File: src/rtl/opfetch_pkg.sv
// opfetch_pkg: state, mux and mode codes shared by the operand fetch sequencer.
// Also holds the constant-generator lookup used when OPFETCH_CONST_GEN_EN is defined.
package opfetch_pkg;

  typedef logic [3:0] stateT;

  localparam stateT IDLE   = 4'd0;
  localparam stateT S_EXT  = 4'd1;
  localparam stateT S_ADDR = 4'd2;
  localparam stateT S_RD   = 4'd3;
  localparam stateT S_LAT  = 4'd4;
  localparam stateT D_EXT  = 4'd5;
  localparam stateT D_ADDR = 4'd6;
  localparam stateT D_RD   = 4'd7;
  localparam stateT D_LAT  = 4'd8;
  localparam stateT VALID  = 4'd9;

  localparam logic [1:0] ADDR_LATCH   = 2'd0;
  localparam logic [1:0] ADDR_RSRC_M2 = 2'd1;
  localparam logic [1:0] ADDR_RSRC    = 2'd2;
  localparam logic [1:0] ADDR_RDST    = 2'd3;

  localparam logic [1:0] FMT_DOUBLE = 2'd0;
  localparam logic [1:0] FMT_SINGLE = 2'd1;
  localparam logic [1:0] FMT_JUMP   = 2'd2;
  localparam logic [1:0] FMT_RSVD   = 2'd3;

  localparam logic [1:0] MODE_REG      = 2'd0;
  localparam logic [1:0] MODE_INDEX    = 2'd1;
  localparam logic [1:0] MODE_INDIRECT = 2'd2;
  localparam logic [1:0] MODE_AUTOINC  = 2'd3;

  localparam logic [3:0] CG_R2 = 4'd2;
  localparam logic [3:0] CG_R3 = 4'd3;

  typedef struct packed {
    logic [1:0] fmt;
    logic [1:0] as;
    logic       ad;
    logic       bw;
    logic       noDstRd;
    logic [3:0] rsNum;
    logic [3:0] rdNum;
  } instrT;

  // R2 indexed stays absolute addressing, so only its indirect modes generate constants.
  function automatic logic isConstGen(input logic [3:0] rsNum, input logic [1:0] as);
    return (rsNum == CG_R3) || ((rsNum == CG_R2) && as[1]);
  endfunction

  function automatic logic [15:0] constGenValue(input logic [3:0] rsNum, input logic [1:0] as);
    logic [15:0] val;
    if (rsNum == CG_R2) begin
      val = as[0] ? 16'h0008 : 16'h0004;
    end else begin
      case (as)
        2'd0:    val = 16'h0000;
        2'd1:    val = 16'h0001;
        2'd2:    val = 16'h0002;
        default: val = 16'hFFFF;
      endcase
    end
    return val;
  endfunction

endpackage

File: src/rtl/opfetch_incr.sv
// opfetch_incr: auto-increment step; word-sized for word ops and always for PC/SP.
module opfetch_incr #(
  parameter logic [3:0] PC_REG = 4'd0,
  parameter logic [3:0] SP_REG = 4'd1
) (
  input  logic [3:0] regNum,
  input  logic       bw,
  output logic [1:0] amt
);

  assign amt = (!bw || (regNum == PC_REG) || (regNum == SP_REG)) ? 2'd2 : 2'd1;

endmodule

File: src/rtl/operand_fetch_seq.sv
// operand_fetch_seq: steps the operand fetch datapath through one instruction's addressing modes.
// Optional constant generator for R2/R3 source encodings under `OPFETCH_CONST_GEN_EN.
//
// state  | meaning
// IDLE   | waiting for start from decode
// S_EXT  | fetch source index extension word
// S_ADDR | form source address in address latch
// S_RD   | source memory read (optional auto-increment)
// S_LAT  | latch source operand from MDB
// D_EXT  | fetch destination index extension word
// D_ADDR | form destination address in address latch
// D_RD   | destination memory read
// D_LAT  | latch destination operand from MDB
// VALID  | operands presented to execute until op_ack
module operand_fetch_seq
  import opfetch_pkg::*;
#(
  parameter logic [3:0] PC_REG = 4'd0,
  parameter logic [3:0] SP_REG = 4'd1
) (
  input  logic        clk,
  input  logic        rst,
  input  logic        start,
  input  logic [1:0]  fmt,
  input  logic [1:0]  As,
  input  logic        Ad,
  input  logic        bw,
  input  logic        no_dst_rd,
  input  logic [3:0]  rs_num,
  input  logic [3:0]  rd_num,
  input  logic        op_ack,
  output logic        busy,
  output logic        op_valid,
  output logic        ifetch_req,
  output logic        mem_rd,
  output logic        reg_inc,
  output logic [3:0]  reg_inc_sel,
  output logic [1:0]  reg_inc_amt,
  output logic        srcM,
  output logic        srcL,
  output logic        dstM,
  output logic        dstL,
  output logic        AddrL,
  output logic        IdxM,
  output logic [1:0]  AddrM
`ifdef OPFETCH_CONST_GEN_EN
  ,
  output logic        cg_valid,
  output logic [15:0] cg_val
`endif
);

  stateT      state, stateNext;
  instrT      instr, instrIn;
  logic       srcHeld, dstHeld;
  logic       cgHit, singleOp, incSrc, incDst, leaveValid;
  logic [3:0] incReg;
  logic [1:0] incAmt;

  function automatic stateT dstEntry(input logic ad);
    return ad ? D_EXT : VALID;
  endfunction

  assign instrIn    = {fmt, As, Ad, bw, no_dst_rd, rs_num, rd_num};
  assign singleOp   = (instr.fmt == FMT_SINGLE);
  assign leaveValid = (state == VALID) && op_ack;

`ifdef OPFETCH_CONST_GEN_EN
  assign cgHit = (fmt == FMT_DOUBLE) && isConstGen(rs_num, As);
`else
  assign cgHit = 1'b0;
`endif

  always_comb begin
    stateNext = state;
    case (state)
      IDLE: begin
        if (start) begin
          if (fmt[1]) begin
            stateNext = VALID;
          end else if (fmt == FMT_SINGLE) begin
            case (As)
              MODE_REG:   stateNext = VALID;
              MODE_INDEX: stateNext = D_EXT;
              default:    stateNext = D_RD;
            endcase
          end else if (cgHit || (As == MODE_REG)) begin
            stateNext = dstEntry(Ad);
          end else if (As == MODE_INDEX) begin
            stateNext = S_EXT;
          end else begin
            stateNext = S_RD;
          end
        end
      end
      S_EXT:  stateNext = S_ADDR;
      S_ADDR: stateNext = S_RD;
      S_RD:   stateNext = S_LAT;
      S_LAT:  stateNext = dstEntry(instr.ad);
      D_EXT:  stateNext = D_ADDR;
      // write-only destinations only need the address, not the old contents
      D_ADDR: stateNext = (!singleOp && instr.noDstRd) ? VALID : D_RD;
      D_RD:   stateNext = D_LAT;
      D_LAT:  stateNext = VALID;
      VALID:  if (op_ack) stateNext = IDLE;
      default: stateNext = IDLE;
    endcase
  end

  always_ff @(posedge clk or negedge rst) begin
    if (!rst) begin
      state   <= IDLE;
      instr   <= '0;
      srcHeld <= 1'b0;
      dstHeld <= 1'b0;
    end else begin
      state <= stateNext;
      if ((state == IDLE) && start) instr <= instrIn;
      if (leaveValid) begin
        srcHeld <= 1'b0;
        dstHeld <= 1'b0;
      end else begin
        if (state == S_LAT) srcHeld <= 1'b1;
        if (state == D_LAT) dstHeld <= 1'b1;
      end
    end
  end

`ifdef OPFETCH_CONST_GEN_EN
  logic        cgHeld;
  logic [15:0] cgReg;

  always_ff @(posedge clk or negedge rst) begin
    if (!rst) begin
      cgHeld <= 1'b0;
      cgReg  <= '0;
    end else if ((state == IDLE) && start && cgHit) begin
      cgHeld <= 1'b1;
      cgReg  <= constGenValue(rs_num, As);
    end else if (leaveValid) begin
      cgHeld <= 1'b0;
      cgReg  <= '0;
    end
  end

  assign cg_valid = cgHeld;
  assign cg_val   = cgReg;
`endif

  assign incSrc = (state == S_RD) && (instr.as == MODE_AUTOINC);
  assign incDst = (state == D_RD) && singleOp && (instr.as == MODE_AUTOINC);
  assign incReg = incSrc ? instr.rsNum : instr.rdNum;

  opfetch_incr #(
    .PC_REG(PC_REG),
    .SP_REG(SP_REG)
  ) uIncr (
    .regNum(incReg),
    .bw    (instr.bw),
    .amt   (incAmt)
  );

  assign busy        = (state != IDLE);
  assign op_valid    = (state == VALID);
  assign ifetch_req  = (state == S_EXT) || (state == D_EXT);
  assign mem_rd      = (state == S_RD) || (state == D_RD);
  assign reg_inc     = incSrc || incDst;
  assign reg_inc_sel = reg_inc ? incReg : 4'd0;
  assign reg_inc_amt = reg_inc ? incAmt : 2'd0;
  assign srcL        = (state == S_LAT);
  assign dstL        = (state == D_LAT);
  assign AddrL       = (state == S_ADDR) || (state == D_ADDR);
  assign IdxM        = (state == D_ADDR);
  assign srcM        = srcHeld;
  assign dstM        = dstHeld || (state == D_LAT);

  // indexed reads go through the address latch; indirect reads use the register directly
  always_comb begin
    AddrM = ADDR_LATCH;
    if ((state == S_RD) && (instr.as != MODE_INDEX)) begin
      AddrM = ADDR_RSRC;
    end else if ((state == D_RD) && singleOp && (instr.as != MODE_INDEX)) begin
      AddrM = ADDR_RDST;
    end
  end

endmodule

File: config.mk
export PLATFORM = sky130hd
export DESIGN_NAME = operand_fetch_seq
export DESIGN_NICKNAME = d
export VERILOG_FILES = /design/src/rtl/opfetch_pkg.sv /design/src/rtl/opfetch_incr.sv /design/src/rtl/operand_fetch_seq.sv
export SDC_FILE = /design/constraint.sdc
export NUM_CORES = 1
export LEC_CHECK = 0
export ABC_CLOCK_PERIOD_IN_PS = 5000
export BUFFER_PORTS_ARGS = -buffer_cell sky130_fd_sc_hd__buf_2
export CORE_UTILIZATION = 30
export DETAILED_ROUTE_END_ITERATION = 16
export GPL_ROUTABILITY_DRIVEN = 1
export PLACE_DENSITY = 0.63
export RECOVER_POWER = 100
export SLEW_MARGIN = 10
export SYNTH_ARGS = -nofsm -noshare
export SYNTH_HDL_FRONTEND = slang
export SYNTH_HIERARCHICAL = 1
export SYNTH_SLANG_ARGS = --single-unit
File: constraint.sdc
create_clock -name clk -period 5 [get_ports clk]
set_input_delay 1 -clock clk [delete_from_list [all_inputs] [get_ports clk]]
set_output_delay 1 -clock clk [all_outputs]
set_load 0.1 [all_outputs]
==> impl_metrics.toml, run 1 <==
[status]
status = "complete, no violations"

[finish]
final-seq-area_sq_um = 526
multiInputGateArea_sq_um = 581
diodes = 0
layout.nets = 163
drive_gt1_share_pct = 25.2
n_fill_cell = 399
area_growth_pct = 13.8
utilization_pct = 36.6
fin_area_sq_um = 1380

[timing]
final_max_slew_viol_count = 0
rsz0062_at_grt = "no"
period_share_pct = 77.6
hold_violations = 0
relSlewSlack_pct = 22.3
fin_skew_ns = 0.00630
min_period_ns = 3.88
finalSetupViolations = 0
max_freq_mhz = 258
tightest_slew_ns = 1.17
fin_setup_tns_ns = 0
whs_ns = 0.500

[power_and_ir_drop]
p_per_area_nw_per_um2 = 726
total_power_w = 0.00100
p_leak_nw = 0.600
peakVddDrop_uv = 390

[setup_path]
cp-start-kind = "flip-flop"
cpMaxStageDelayCell = "clkbuf_1"
end_kind = "output port"
worst_path_largest_cell_delay_ns = 0.86
path_cells = "nand2_1, nor4_1, mux2_2, and2_1, clkbuf_1"
required_ns = 4.00
arrival_ns = 2.88
critPathKind = "flip-flop to output port"
worst-path-max-fanout = 9

[clocking]
clk_pin_slew_ns = 0.08
clockBufferDepth = 2
clk_latency_ns = 0.26
root_buffer = "clkbuf_8"
cts.sinks = 21
cts_buffers = 3
post_cts.repair.setup_buffers = 0
ctsResizeCount = 0
htreeDepth = 1
tritoncts = "done"
hold_buffers = 0

[worst_hold_path]
holdCritPathClass = "flip-flop to flip-flop"

[global_route]
grt_pass1_vias = 932
grt_max_degree = 22
grt_util_all_layers_pct = 13.8
grt-ovfl-total = 0
grt_pass1_wl_mm = 4.51
antenna_found_initial = 0

[floorplanning]
die_h_um = 65.5
die_area_sq_um = 4300
io_pins = 38
num_rows = 22
core_sq_um = 3770
die_w_um = 65.5
start_util_pct = 32.1

[synth]
synth-seq-area-share_pct = 43.4
synth_top_area_share_pct = 43.4
synth_area_leaders = "dfrtp_1 43%, mux2_4 12%, mux2_2 9.3%"
avgSynthCellArea_sq_um = 11.3
synth_ff_type = "dfrtp_1"
synth.distinct_cells = 36
synth_edf_count = 0
synth.net_count = 126
synth_warnings = 6
yosys.area.top_type = "dfrtp_1"
synth_cells = 107
ys_async_sr_fraction_pct = 100
ys_seq_elements = 21
syn-cell-area_sq_um = 1210

[route]
antenna_left = 0
vias = 914
drc = 0
wl_mm = 2.57
dr.first_iter.drc_count = 7
dr.pass1.iters = 4
wl_per_cell_um = 13.4
viasPerCell = 4.79

[placement]
place.port_buffers = 37
dpl.hpwl_mm = 1.94
dpl_cell_area_sq_um = 1430
gp_congestion = 0.889

[flow_run]
drv_cap = 0
-- Yosys cell counts, types with 2 or more instances --
library cell and n:
nor2b_1 3, nor2_1 13, a21oi_1 4, a21boi_0 2, dfrtp_1 21, mux2_4 10, and2_1 6, nand2b_1 5
o21bai_1 2, buf_2 2, o211ai_1 2, nand2_1 3, mux2_2 10, nor3_1 2
-- kinds of logic after synthesis --
group	synth area share, %
AOI/OAI and AO/OA	8.68
muxes	22.5
buffers and inverters	2.79
DFF	43.4
and+or+nand+nor	22.6
-- layer usage --
metal	routed length, um	up-vias	part of all wire (%)	GRT usage (%)
met5	0	-	0	0
met4	13	0	0.51	4.62
met3	81	2	3.2	2.43
met2	1170	19	46	20.1
met1	1300	445	51	20.4
li1	-	448	-	-
-- sequential cells by signal, indices dropped and copies added (netlist names) --
signal and cells:
instr 15, state 4, dstHeld 1, srcM 1
-- layout make-up --
cell class / instances / share of cell area, %
clock inverter: 1 / 0.363
inverter: 1 / 0.272
tap: 48 / 4.36
clock buffer: 3 / 2.99
timing repair buffer: 37 / 11.8
sequential: 21 / 38.1
multi-input combinational: 80 / 42.1
-- stage by stage --
step                      instances  setup WS (ns)
after floorplan                 107          0.268
after global placement          187           1.89
after detailed placement        187           1.78
after CTS                       191           1.49
after global routing            191          0.856
final                           191           1.12
-- final timing paths --
path,startpoint,endpoint,slack (ns),cells after the start
max,state[0],reg_inc_sel[2],1.12,5
min,instr[8],instr[8],0.50,1
max reg2reg,state[0],instr[3],2.84,4
min reg2reg,instr[8],instr[8],0.50,1
max in group asynchronous,rst,instr[8],3.38,1
min in group asynchronous,rst,instr[14],0.93,1
-- critical path: cells and delay by family (launching register included) --
| kind | cells | cell delay [ns] |
|---|---|---|
| multiplexers | 1 | 0.32 |
| flip-flops | 1 | 0.46 |
| buffers and inverters | 1 | 0.86 |
| AND/OR/NAND/NOR | 3 | 0.97 |
-- where the power goes --
group	switching (W)	internal, W
Sequential	0.0000681	0.000254
Combinational	0.000406	0.000159
Clock	0.0000582	0.0000556
-- cell usage in the layout (no fill, tap or decap), types with 2 or more instances in the layout --
cell / instances
and2_1: 6
nor2_1: 13
o21bai_1: 2
a21oi_1: 4
mux2_2: 9
nor2b_1: 3
o211ai_1: 2
nor4_1: 2
clkbuf_8: 3
mux2_1: 11
nand2b_1: 5
clkbuf_1: 18
nand2_1: 4
a21boi_0: 2
buf_2: 19
nor3_1: 3
dfrtp_1: 21
Power figures use the tool's default switching activity.
==> inputs of run 2 (changes only) <==
- ABC_CLOCK_PERIOD_IN_PS: 5000 -> 3400
- PLACE_DENSITY: 0.63 -> 0.65
- clock period: 5 -> 3.4 ns (I/O delays scaled with it)
==> run 2 against run 1 <==
Against the previous run: total power is 48% higher; first-iteration DRC count is 100% higher; clock power is 40% higher; hold slack worse by 0.0088 ns; core utilization is 0.86 points higher; global-route usage is 1.4 points lower; sequential share of layout area is 0.88 points lower; combinational power is 50% higher; clock skew is 0.0035 ns lower; sequential power is 48% higher; critical path type unchanged; largest power group unchanged; highest routed layer unchanged.
==> impl_metrics.toml, run 2 (synthesized netlist as in run 1, its figures left out) <==
[setup_path]
regToRegEndpoint = "instr[9]"
arrival_ns = 2.55
required_ns = 2.72
crit_family = "simple AND/OR/NAND/NOR gates"
critPathKind = "flip-flop to output port"
worst-path-max-fanout = 9
path_cells = "nand2_1, nor4_4, mux2_2, o31ai_1, and2_1, clkbuf_2"
crit_buf_inv = 1
r2r_start = "state[0]"
crit_path_start = "state[0]"
cpMaxStageDelayCell = "dfrtp_1"
worst_path_largest_cell_delay_ns = 0.47
end_kind = "output port"
cp-start-kind = "flip-flop"
r2r_slack_ns = 1.24
rr_worst_depth = 4

[clocking]
tritoncts = "done"
root_buffer = "clkbuf_8"
post_cts.repair.setup_buffers = 0
clk_pin_slew_ns = 0.08
cts.sinks = 21
cts_buffers = 3
clockBufferDepth = 2
htreeDepth = 1
clk_latency_ns = 0.25
ctsResizeCount = 0
hold_buffers = 0

[timing]
final_max_slew_viol_count = 0
fin_setup_tns_ns = 0
relSlewSlack_pct = 20.9
max_freq_mhz = 310
rsz0062_at_grt = "no"
tightest_slew_ns = 1.19
hold_violations = 0
fin_skew_ns = 0.00281
period_share_pct = 94.9
min_period_ns = 3.23
finalSetupViolations = 0

[finish]
final-seq-area_sq_um = 526
layout.nets = 163
top_register = "instr"
area_growth_pct = 16.5
n_fill_cell = 389
drive_gt1_share_pct = 30.8
diodes = 0
final_cell_mix = "21 x dfrtp_1, 18 x buf_2, 13 x nor2_1, 13 x clkbuf_1, 11 x mux2_1"
fin_cells = 191
multiInputGateArea_sq_um = 607
reg_top3 = "instr (15), state (4)"
mostFrequentLayoutCell = "dfrtp_1"
largest_reg_flops = 15

[route]
dr.pass1.iters = 3
viasPerCell = 4.61
wl_per_cell_um = 13.2
dr.first_iter.drc_count = 14
antenna_left = 0
drc = 0
wl_mm = 2.53
vias = 880

[power_and_ir_drop]
p_leak_nw = 0.620
peakVddDrop_uv = 560
p_per_area_nw_per_um2 = 1050

[global_route]
grt_pass1_vias = 882
grt_max_degree = 22
antenna_found_initial = 0
grt_util_all_layers_pct = 12.4
grt_pass1_wl_mm = 4.00
grt-ovfl-total = 0

[placement]
dp.cells = 187
place.port_buffers = 37
dpl.hpwl_mm = 1.97
gp_congestion = 0.871

[worst_hold_path]
whs_path_depth = 1
hold_start = "instr[14]"
hold_path_end = "instr[14]"
holdCritPathClass = "flip-flop to flip-flop"

[floorplanning]
die_h_um = 65.5
start_util_pct = 32.1
num_rows = 22
die_area_sq_um = 4300
die_w_um = 65.5
io_pins = 38
core_sq_um = 3770

[flow_run]
drv_cap = 0

[status]
status = "complete, no violations"
==> run 2: worst register-to-register path, stage by stage, from the launching register on <==
cell and delay [ns]:
dfrtp_1 0.46, or2_0 0.34, nor3_1 0.31, nand2_1 0.47, mux2_1 0.47
==> run 2: power by group <==
group | internal, W | leakage (nW) | switching (W)
logic | 0.000238 | 0.344 | 0.000606
clock network | 0.0000814 | 0.0255 | 0.0000789
registers | 0.000373 | 0.250 | 0.000103
==> run 2: per-layer routing <==
metal / GRT usage (%) / vias up / wire length (um)
met5: 0 / - / 0
met4: 4.62 / 0 / 18
met3: 2.95 / 2 / 88
met2: 20.6 / 13 / 1230
met1: 15.5 / 422 / 1190
li1: - / 443 / -
==> run 2: worst max-delay path by stage <==
stage          slack [ns]  cells after the start        endpoint
6_report             0.17                      6  reg_inc_amt[1]
5_1_grt              0.05                      6  reg_inc_amt[1]
4_1_cts              0.21                      6  reg_inc_amt[1]
3_5_place_dp         0.50                      6  reg_inc_amt[1]
3_3_place_gp         0.58                      6  reg_inc_amt[1]
2_1_floorplan        0.02                      5  reg_inc_sel[0]
==> run 2: layout make-up <==
type                            instances  share of cell area (%)
Multi-Input combinational cell         80                    43.0
Sequential cell                        21                    37.2
Timing Repair Buffer                   37                    12.0
Tap cell                               48                    4.26
Clock buffer                            3                    2.93
Clock inverter                          1                   0.355
Inverter                                1                   0.266
==> run 2: stage by stage <==
stage	power [W]	worst slack, ns	hold slack [ns]	cell area, sq um	util (%)
4_1_cts	0.00160	0.207	0.388	1490	39.4
5_1_grt	0.00157	0.0490	0.524	1410	37.4
3_5_place_dp	0.00143	0.502	0.484	1440	38.2
3_3_place_gp	0.00141	0.578	0.492	1440	38.2
6_report	0.00148	0.174	0.491	1410	37.4
2_1_floorplan	0.00129	0.0217	0.384	1230	-
